### src/rtl/time_keeper.sv
// time_keeper: seconds/minutes/hours counter driven by a one-second tick.
// The tick is edge-detected so a tick level held for several mclk cycles
// counts once. A load request, legal or not, always takes priority over a tick
// in the same cycle. Every output comes straight from a flop.
module time_keeper #(
    parameter int HOUR_MODULUS = 24
) (
    input  logic       mclk,
    input  logic       reset,
    input  logic       tick_in,
    input  logic       run,
    input  logic       load,
    input  logic [5:0] load_sec,
    input  logic [5:0] load_min,
    input  logic [4:0] load_hr,
    output logic       load_ack,
    output logic       load_err,
    output logic [5:0] sec,
    output logic [5:0] min,
    output logic [4:0] hr,
    output logic       day_rco
);

    localparam logic [5:0] SM_MAX = 6'd59;
    localparam logic [4:0] HR_MAX = 5'(HOUR_MODULUS - 1);

    // Increment with wrap to zero at the given maximum (6-bit fields).
    function automatic logic [5:0] wrap_inc6(input logic [5:0] v, input logic [5:0] vmax);
        return (v == vmax) ? 6'd0 : v + 6'd1;
    endfunction

    // Increment with wrap to zero at the given maximum (5-bit fields).
    function automatic logic [4:0] wrap_inc5(input logic [4:0] v, input logic [4:0] vmax);
        return (v == vmax) ? 5'd0 : v + 5'd1;
    endfunction

    logic       tick_q;
    logic       tick_ev;
    logic       load_ok;
    logic       sec_wrap;
    logic       min_wrap;
    logic       hr_wrap;
    logic       day_wrap;
    logic [5:0] sec_nxt;
    logic [5:0] min_nxt;
    logic [4:0] hr_nxt;

    assign tick_ev = tick_in & ~tick_q;

    // Range check of the requested load value against the clock's limits.
    always_comb begin
        load_ok = (load_sec <= SM_MAX) && (load_min <= SM_MAX) && (load_hr <= HR_MAX);
    end

    // Time one second from now, with carries rippling sec -> min -> hr.
    always_comb begin
        sec_wrap = (sec == SM_MAX);
        min_wrap = (min == SM_MAX);
        hr_wrap  = (hr == HR_MAX);
        day_wrap = sec_wrap & min_wrap & hr_wrap;
        sec_nxt  = wrap_inc6(sec, SM_MAX);
        min_nxt  = min;
        hr_nxt   = hr;
        if (sec_wrap) begin
            min_nxt = wrap_inc6(min, SM_MAX);
            if (min_wrap) begin
                hr_nxt = wrap_inc5(hr, HR_MAX);
            end
        end
    end

    // Time registers, tick edge detector and the one-cycle status pulses.
    always_ff @(posedge mclk) begin
        if (reset) begin
            // tick_q preset high: a tick level present at release is not a new edge.
            tick_q   <= 1'b1;
            sec      <= 6'd0;
            min      <= 6'd0;
            hr       <= 5'd0;
            load_ack <= 1'b0;
            load_err <= 1'b0;
            day_rco  <= 1'b0;
        end else begin
            tick_q   <= tick_in;
            load_ack <= 1'b0;
            load_err <= 1'b0;
            day_rco  <= 1'b0;
            if (load) begin
                // A same-cycle tick is dropped here whether or not the load is legal.
                if (load_ok) begin
                    sec      <= load_sec;
                    min      <= load_min;
                    hr       <= load_hr;
                    load_ack <= 1'b1;
                end else begin
                    load_err <= 1'b1;
                end
            end else if (tick_ev && run) begin
                sec     <= sec_nxt;
                min     <= min_nxt;
                hr      <= hr_nxt;
                day_rco <= day_wrap;
            end
        end
    end

endmodule

### config.mk
export PLATFORM = sky130hd
export DESIGN_NAME = time_keeper
export DESIGN_NICKNAME = d
export VERILOG_FILES = /design/src/rtl/time_keeper.sv
export SDC_FILE = /design/constraint.sdc
export NUM_CORES = 1
export LEC_CHECK = 0
export CORE_MARGIN = 3
export CORE_UTILIZATION = 65
export CTS_CLUSTER_SIZE = 10
export DETAILED_ROUTE_END_ITERATION = 8
export DONT_BUFFER_PORTS = 1
export GPL_TIMING_DRIVEN = 0
export HOLD_SLACK_MARGIN = 0.08
export PLACE_DENSITY = 0.81
export SLEW_MARGIN = 15
export SYNTH_ARGS = -nofsm -noshare
export SYNTH_HDL_FRONTEND = slang
export SYNTH_SLANG_ARGS = --single-unit
### constraint.sdc
create_clock -name mclk -period 4.9 [get_ports mclk]
set_clock_uncertainty 0.15 [all_clocks]
set_input_delay 0.245 -clock mclk [delete_from_list [all_inputs] [get_ports mclk]]
set_output_delay 0.245 -clock mclk [all_outputs]
set_load 0.01 [all_outputs]
==> summary.md, run 1 <==
| Metric | Value |
|---|---|
| Worst setup path category | `reg -> reg` |
| Largest net degree at the start of global routing | `13` |
| PostCTS Resize Cnt | `0` |
| Post-synthesis simple-gate area fraction | `27.2%` |
| Reg clk slew, reported paths | `130 ps` |
| PortBufs | `0` |
| Flop pwr share | `55.6%` |
| VDD IR max | `0.225 mV` |
| Vias in the first global route | `1297` |
| Worst slew pin tran | `643 ps` |
| Antenna viol nets, final | `0` |
| Total GRT Usage | `30.4%` |
| Starting DRT DRC Count | `56` |
| Status | `completed` |
| Post-synth top area share | `32.4%` |
| Via count | `1356` |
| Mux contribution to synthesized area | `3.86%` |
| Part of the power in the clock network | `25.9%` |
| Crit path max fanout | `5` |
| Synth top cells by count | `dfxtp_1, nand2_1, a21oi_1` |
| Remaining global-route overflow | `0` |
| Compound-Gate Fraction of Synth Area | `27.6%` |
| Detailed placer's ending HPWL | `2440 µm` |
| Post-synth EDFFs | `0` |
| Final period utilization | `42.2%` |
| Synth Net Count | `177` |
| Synth area leaders | `dfxtp_1, a21oi_1, nand2_1` |
| Cell taking the most area after synthesis | `dfxtp_1` |
| Area of the multi-input gates | `807 µm²` |
| Clock Path Buffers | `2` |
| Syn Inst Count | `152` |
| Hold Vio Cnt, Final | `0` |
| Post-synth cell types | `50` |
| Sw Pwr | `0.112 mW` |
| Synth Area in XOR/XNOR | `0.675%` |
| Main combinational cell family by area after synthesis | `compound AO/OA/AOI/OAI gates` |
| CTS tree | `built` |
| Layout Nets | `197` |
| Critical path arrival | `2150 ps` |
| Filler cell count | `112` |
| Initial antenna violation count | `0` |
| Rel. slew slack | `56.6%` |
| CP Data Required Time | `4980 ps` |
| Clk Latency, worst-skew pair | `320 ps` |
| Critical Path Start Type | `flip-flop` |
| DRC viols | `0` |
| Drt total wl | `3700 µm` |
| Logic pwr share | `18.5%` |
| Ys flop type | `dfxtp_1` |
| Vias/cell | `6.92` |
| Setup bufs post-CTS | `0` |
| Synthesized-area fraction occupied by adder cells | `2.89%` |
| Hold Crit Depth | `3` |
| Hold/Removal Path Class | `in -> reg` |
| Syn_area_per_cell | `8.54 µm²` |
| Worst setup EP type | `flip-flop` |
| Global placer's final weighted congestion | `0.810` |
| Max cap viols | `0` |
| Ys Warns | `0` |
| Sequential area share after synthesis | `32.4%` |
| FMAX | `483 MHz` |
| Register area | `420 µm²` |
| Async S/R FF share, synth | `0%` |
| DR pass1 iterations | `6` |
| Count leader, synth | `dfxtp_1` |
| Hold_buf cts | `14` |
| Ant diodes | `0` |
| Core area | `0.00180 mm²` |
| Final Setup Violations | `0` |
| # IOs | `42` |
| Final TNS setup | `0 ps` |
| Initial Util | `72.0%` |
| RSZ-0062 raised after global routing | `no` |
| Synth-to-Final Area Change | `16.1%` |
| Pwr/cell area | `236 mW/mm²` |
| #FFs+latches synth | `21` |
| Die width | `50.7 µm` |
| Pleak | `0.529 nW` |
| # clock sinks | `21` |
| Row count | `15` |
| Routed length per placed instance | `18.9 µm` |
| H-Tree Depth | `1` |
| Final min period | `2070 ps` |
| Share of cells above drive strength 1 | `12.3%` |
| Pint | `0.243 mW` |
| Switching share of power | `31.7%` |
| Cell area after synthesis | `0.00130 mm²` |
| Die ar. | `0.00257 mm²` |
| Clock root buffer | `clkbuf_4` |
| Worst hold slack | `77.5 ps` |
| Max-slew violation count | `0` |
| Die Height | `50.7 µm` |
| FF-to-FF path depth | `5` |
| CTS Buf Count | `3` |
| Global-route wire length before repair | `5930 µm` |
placed cells by master, fill, tap and decap left out, types with 2 or more instances in the layout:
cell type      Yosys  final
dfxtp_1           21     21
nand2_1           15     15
dlygate4sd3_1      0     15
a21oi_1           12     12
nor2_1             6      6
nand3_1            6      6
inv_1              6      6
nand2b_1           6      6
nor2b_1            6      6
clkbuf_1           5      5
a22oi_1            4      4
a221oi_1           4      4
nand4_1            3      3
nand4b_1           3      3
a211oi_1           3      3
nor3_1             3      3
o32ai_1            3      3
or2_2              3      3
ha_1               3      3
clkbuf_4           0      3
buf_2              2      2
o211ai_1           2      2
a311o_1            2      2
a222oi_1           2      2
a31oi_1            2      2
mux2i_1            2      2
nor4_1             2      2
mux2_4             2      2
cell families (layout without fill, tap and decap cells):
logic type / count (synthesis) / after routing
compound gates: 46 / 46
xor+xnor: 1 / 1
fa+ha+maj: 3 / 3
buf+inv: 16 / 35
flops: 21 / 21
mux: 4 / 4
simple gates: 61 / 61
per-layer routing:
layer,routed length (µm),vias to the layer above,GRT usage (%)
li1,-,624,-
met1,1550,654,35.9
met2,1790,76,51.7
met3,350,2,10.7
met4,17,0,8.52
met5,0,-,0
through the flow:
step | utilization [%] | cells | power (mW) | worst slack (ps) | area, µm²
finish | 83.6 | 196 | 0.355 | 2830 | 1510
floorplan | - | 152 | 0.240 | 3070 | 1300
global route | 83.6 | 196 | 0.367 | 2760 | 1510
CTS | 83.1 | 195 | 0.349 | 2860 | 1500
detailed placement | 73.8 | 177 | 0.253 | 2870 | 1330
global placement | 73.8 | 177 | 0.251 | 2870 | 1330
registers in the layout (all words and copies together) (netlist names):
name      count
min           6
day_rco       1
hr            5
load_err      1
load_ack      1
sec           6
tick_q        1
critical path, stage by stage, from the launching register on:
cell,delay [ps]
dfxtp_1,390
ha_1,250
and4b_1,250
a21oi_1,420
a21o_4,210
mux2_4,300
power by group through the flow:
stage / Clock, mW / Sequential (mW) / Combinational, mW
floorplan: 0 / 0.197 / 0.0429
global placement: 0 / 0.200 / 0.0506
detailed placement: 0 / 0.201 / 0.0527
CTS: 0.0894 / 0.197 / 0.0625
global route: 0.0958 / 0.199 / 0.0717
finish: 0.0920 / 0.197 / 0.0655
final cells by class:
cell class | count | share of cell area (%)
well taps | 25 | 2.08
plain buffers | 9 | 2.91
inverters | 7 | 1.74
multi-input cells | 115 | 53.6
clock buffers | 3 | 1.50
flip-flops and latches | 21 | 27.9
repair buffers | 15 | 9.97
clock inverters | 1 | 0.332
final timing paths:
check / from / end / slack, ps
setup / recovery: min[0] / hr[1] / 2830
hold / removal: tick_in / sec[3] / 80
setup reg to reg: min[0] / hr[1] / 2830
hold reg to reg: min[1] / min[1] / 400
Note: power is estimated with default switching activity, not from simulation.
==> run 2: changes to the inputs <==
--- a/config.mk
+++ b/config.mk
@@ -5,14 +5,15 @@
 export SDC_FILE = /design/constraint.sdc
 export NUM_CORES = 1
 export LEC_CHECK = 0
+export ABC_AREA = 1
 export CORE_MARGIN = 3
-export CORE_UTILIZATION = 65
+export CORE_UTILIZATION = 62
 export CTS_CLUSTER_SIZE = 10
 export DETAILED_ROUTE_END_ITERATION = 8
 export DONT_BUFFER_PORTS = 1
 export GPL_TIMING_DRIVEN = 0
 export HOLD_SLACK_MARGIN = 0.08
-export PLACE_DENSITY = 0.81
+export PLACE_DENSITY = 0.78
 export SLEW_MARGIN = 15
 export SYNTH_ARGS = -nofsm -noshare
 export SYNTH_HDL_FRONTEND = slang
==> constraint.sdc (replaced) <==
create_clock -name mclk -period 2.03 [get_ports mclk]
set_clock_uncertainty 0.15 [all_clocks]
set_input_delay 0.1015 -clock mclk [delete_from_list [all_inputs] [get_ports mclk]]
set_output_delay 0.1015 -clock mclk [all_outputs]
set_load 0.01 [all_outputs]
==> summary.md, run 2 <==
| Metric | Value |
|---|---|
| Setup bufs post-CTS | `0 (unchanged)` |
| Cell area after synthesis | `0.00136 mm² (was 0.00130 mm²)` |
| FMAX | `551 MHz (was 483 MHz)` |
| Synth Net Count | `233 (was 177)` |
| Vias/cell | `5.59 (was 6.92)` |
| Async S/R FF share, synth | `0% (unchanged)` |
| Count leader, synth | `nand2_1 (was dfxtp_1)` |
| # clock sinks | `21 (unchanged)` |
| Critical Path Start Type | `flip-flop (unchanged)` |
| Final min period | `1820 ps (was 2070 ps)` |
| Crit path max fanout | `3 (was 5)` |
| Ys flop type | `dfxtp_1 (unchanged)` |
| DRC viols | `0 (unchanged)` |
| Global placer's final weighted congestion | `0.835 (was 0.810)` |
| Die ar. | `0.00280 mm² (was 0.00257 mm²)` |
| Hold path endpoint | `sec[3] (unchanged)` |
| Worst slew pin tran | `352 ps (was 643 ps)` |
| Clock Path Buffers | `2 (unchanged)` |
| Hold Crit Depth | `4 (was 3)` |
| Syn Inst Count | `208 (was 152)` |
| Flop-to-flop setup slack | `210 ps (was 2830 ps)` |
| RSZ-0062 raised after global routing | `no (unchanged)` |
| Final period utilization | `89.4% (was 42.2%)` |
| Initial antenna violation count | `0 (unchanged)` |
| Synth-to-Final Area Change | `22.4% (was 16.1%)` |
| Synth area leaders | `dfxtp_1, nand2_1, nor2_1 (was dfxtp_1, a21oi_1, nand2_1)` |
| Largest net degree at the start of global routing | `12 (was 13)` |
| DP Area | `0.00140 mm² (was 0.00133 mm²)` |
| Syn_area_per_cell | `6.55 µm² (was 8.54 µm²)` |
| #FFs+latches synth | `21 (unchanged)` |
| Post-synth top area share | `30.9% (was 32.4%)` |
| Post-synth EDFFs | `0 (unchanged)` |
| Via count | `1469 (was 1356)` |
| Critical path arrival | `1900 ps (was 2150 ps)` |
| H-Tree Depth | `1 (unchanged)` |
| Row count | `16 (was 15)` |
| Ant diodes | `0 (unchanged)` |
| Remaining global-route overflow | `0 (unchanged)` |
| Pleak | `0.751 nW (was 0.529 nW)` |
| Die Height | `52.9 µm (was 50.7 µm)` |
| Routed length per placed instance | `14.1 µm (was 18.9 µm)` |
| Clock root buffer | `clkbuf_4 (unchanged)` |
| Total GRT Usage | `29.2% (was 30.4%)` |
| Ys Warns | `0 (unchanged)` |
| Max cap viols | `0 (unchanged)` |
| Detailed placer's ending HPWL | `2510 µm (was 2440 µm)` |
| CTS Buf Count | `3 (unchanged)` |
| Core area | `0.00202 mm² (was 0.00180 mm²)` |
| Layout Nets | `262 (was 197)` |
| Pwr/cell area | `540 mW/mm² (was 236 mW/mm²)` |
| Finished Cell Area | `0.00167 mm² (was 0.00151 mm²)` |
| Share of cells above drive strength 1 | `9.75% (was 12.3%)` |
| Min-Delay Startpoint | `load (was tick_in)` |
| Rel. slew slack | `76.5% (was 56.6%)` |
| Hold/Removal Path Class | `in -> reg (unchanged)` |
| Cell taking the most area after synthesis | `dfxtp_1 (unchanged)` |
| Largest regs | `min (6), sec (6), hr (5) (unchanged)` |
| Overall power | `0.901 mW (was 0.355 mW)` |
| Commonest non-fill, non-tap cell in the layout | `nand2_1 (was dfxtp_1)` |
| Starting DRT DRC Count | `39 (was 56)` |
| Final TNS setup | `0 ps (unchanged)` |
| R2R Path End | `day_rco (was hr[1])` |
| Global-route wire length before repair | `6080 µm (was 5930 µm)` |
| FF-to-FF path depth | `5 (unchanged)` |
| Vias in the first global route | `1385 (was 1297)` |
| Area of the multi-input gates | `827 µm² (was 807 µm²)` |
| Initial Util | `67.4% (was 72.0%)` |
| # IOs | `42 (unchanged)` |
| Final WS setup | `215 ps (was 2830 ps)` |
| Max-slew violation count | `0 (unchanged)` |
| CP Data Required Time | `2120 ps (was 4980 ps)` |
| PortBufs | `0 (unchanged)` |
| Drt total wl | `3710 µm (was 3700 µm)` |
| Most frequent cells in the layout | `nand2_1, nor2_1, dlygate4sd3_1, dfxtp_1, nand3_1 (was dfxtp_1, nand2_1, dlygate4sd3_1, a21oi_1)` |
| CTS tree | `built (unchanged)` |
| Hold Vio Cnt, Final | `0 (unchanged)` |
| Reg clk slew, reported paths | `120 ps (was 130 ps)` |
| Register area | `420 µm² (unchanged)` |
| Post-Place Setup Slack | `269 ps (was 2870 ps)` |
| Clk Latency, worst-skew pair | `300 ps (was 320 ps)` |
| Status | `completed (unchanged)` |
| RR Startpoint | `tick_q (was min[0])` |
| Filler cell count | `143 (was 112)` |
| Final Setup Violations | `0 (unchanged)` |
| DR pass1 iterations | `4 (was 6)` |
| Antenna viol nets, final | `0 (unchanged)` |
| Sequential area share after synthesis | `30.9% (was 32.4%)` |
| Synth top cells by count | `nand2_1, nor2_1, dfxtp_1 (was dfxtp_1, nand2_1, a21oi_1)` |
| Post-synth cell types | `30 (was 50)` |
| VDD IR max | `0.436 mV (was 0.225 mV)` |
| Worst setup EP type | `flip-flop (unchanged)` |
| Worst setup path category | `reg -> reg (unchanged)` |
| Die width | `52.9 µm (was 50.7 µm)` |
run 2: logic make-up (layout without fill, tap and decap cells):
family | after synthesis | count (layout) | share of synthesized area, %
compound gates | 24 | 24 | 9.92
xor+xnor | 6 | 6 | 3.86
fa+ha+maj | 3 | 3 | 2.76
buf+inv | 24 | 52 | 8.82
flops | 21 | 21 | 30.9
mux | 1 | 1 | 0.735
simple gates | 129 | 129 | 43.1
run 2: cell type report:
cell class	instances	area share [%]
Sequential cell	21	25.2
Tap cell	27	2.03
Multi-Input combinational cell	163	49.6
Buffer	5	2.93
Timing Repair Buffer	24	14.4
Inverter	19	4.28
Clock buffer	4	1.58
run 2: per-stage QoR:
stage	hold WS, ps	utilization [%]	cells
2_1_floorplan	20.6	-	208
3_3_place_gp	22.9	69.1	235
3_5_place_dp	26.0	69.1	235
4_1_cts	82.5	82.2	263
5_1_grt	132	82.5	263
6_report	103	82.5	263
run 2: worst max-delay path by stage:
| stage | start | endpoint | slack [ps] | depth (start not counted) |
|---|---|---|---|---|
| after floorplan | sec[0] | min[2] | 490 | 9 |
| after global placement | sec[0] | min[2] | 330 | 9 |
| after detailed placement | min[0] | hr[3] | 270 | 9 |
| after CTS | tick_q | day_rco | 210 | 5 |
| after global routing | min[0] | hr[3] | 90 | 9 |
| final | tick_q | day_rco | 210 | 5 |
run 2: what timing repair did:
action	in CTS	in global routing
gates resized for setup	0	1
endpoints found under the setup margin	0	1
hold endpoints to repair	21	0
hold buffers	24	0
run 2: power by group:
group	internal, mW	switching [mW]
registers	0.439	0.0474
logic	0.0948	0.117
clock network	0.0766	0.128
total	0.610	0.292
run 2: worst max-delay path, stage by stage (launching register included):
cell and delay [ps]:
dfxtp_1 320, nor2_1 110, nand3_1 170, dlygate4sd3_1 610, nor3_1 200, nor3b_2 190
run 2: per-layer routing:
metal	share of wire (%)	GRT usage, %	wire, µm
met1	40	36.0	1490
met5	0	0	0
met4	1.6	9.36	59
met2	50	50.8	1870
met3	7.8	5.07	288
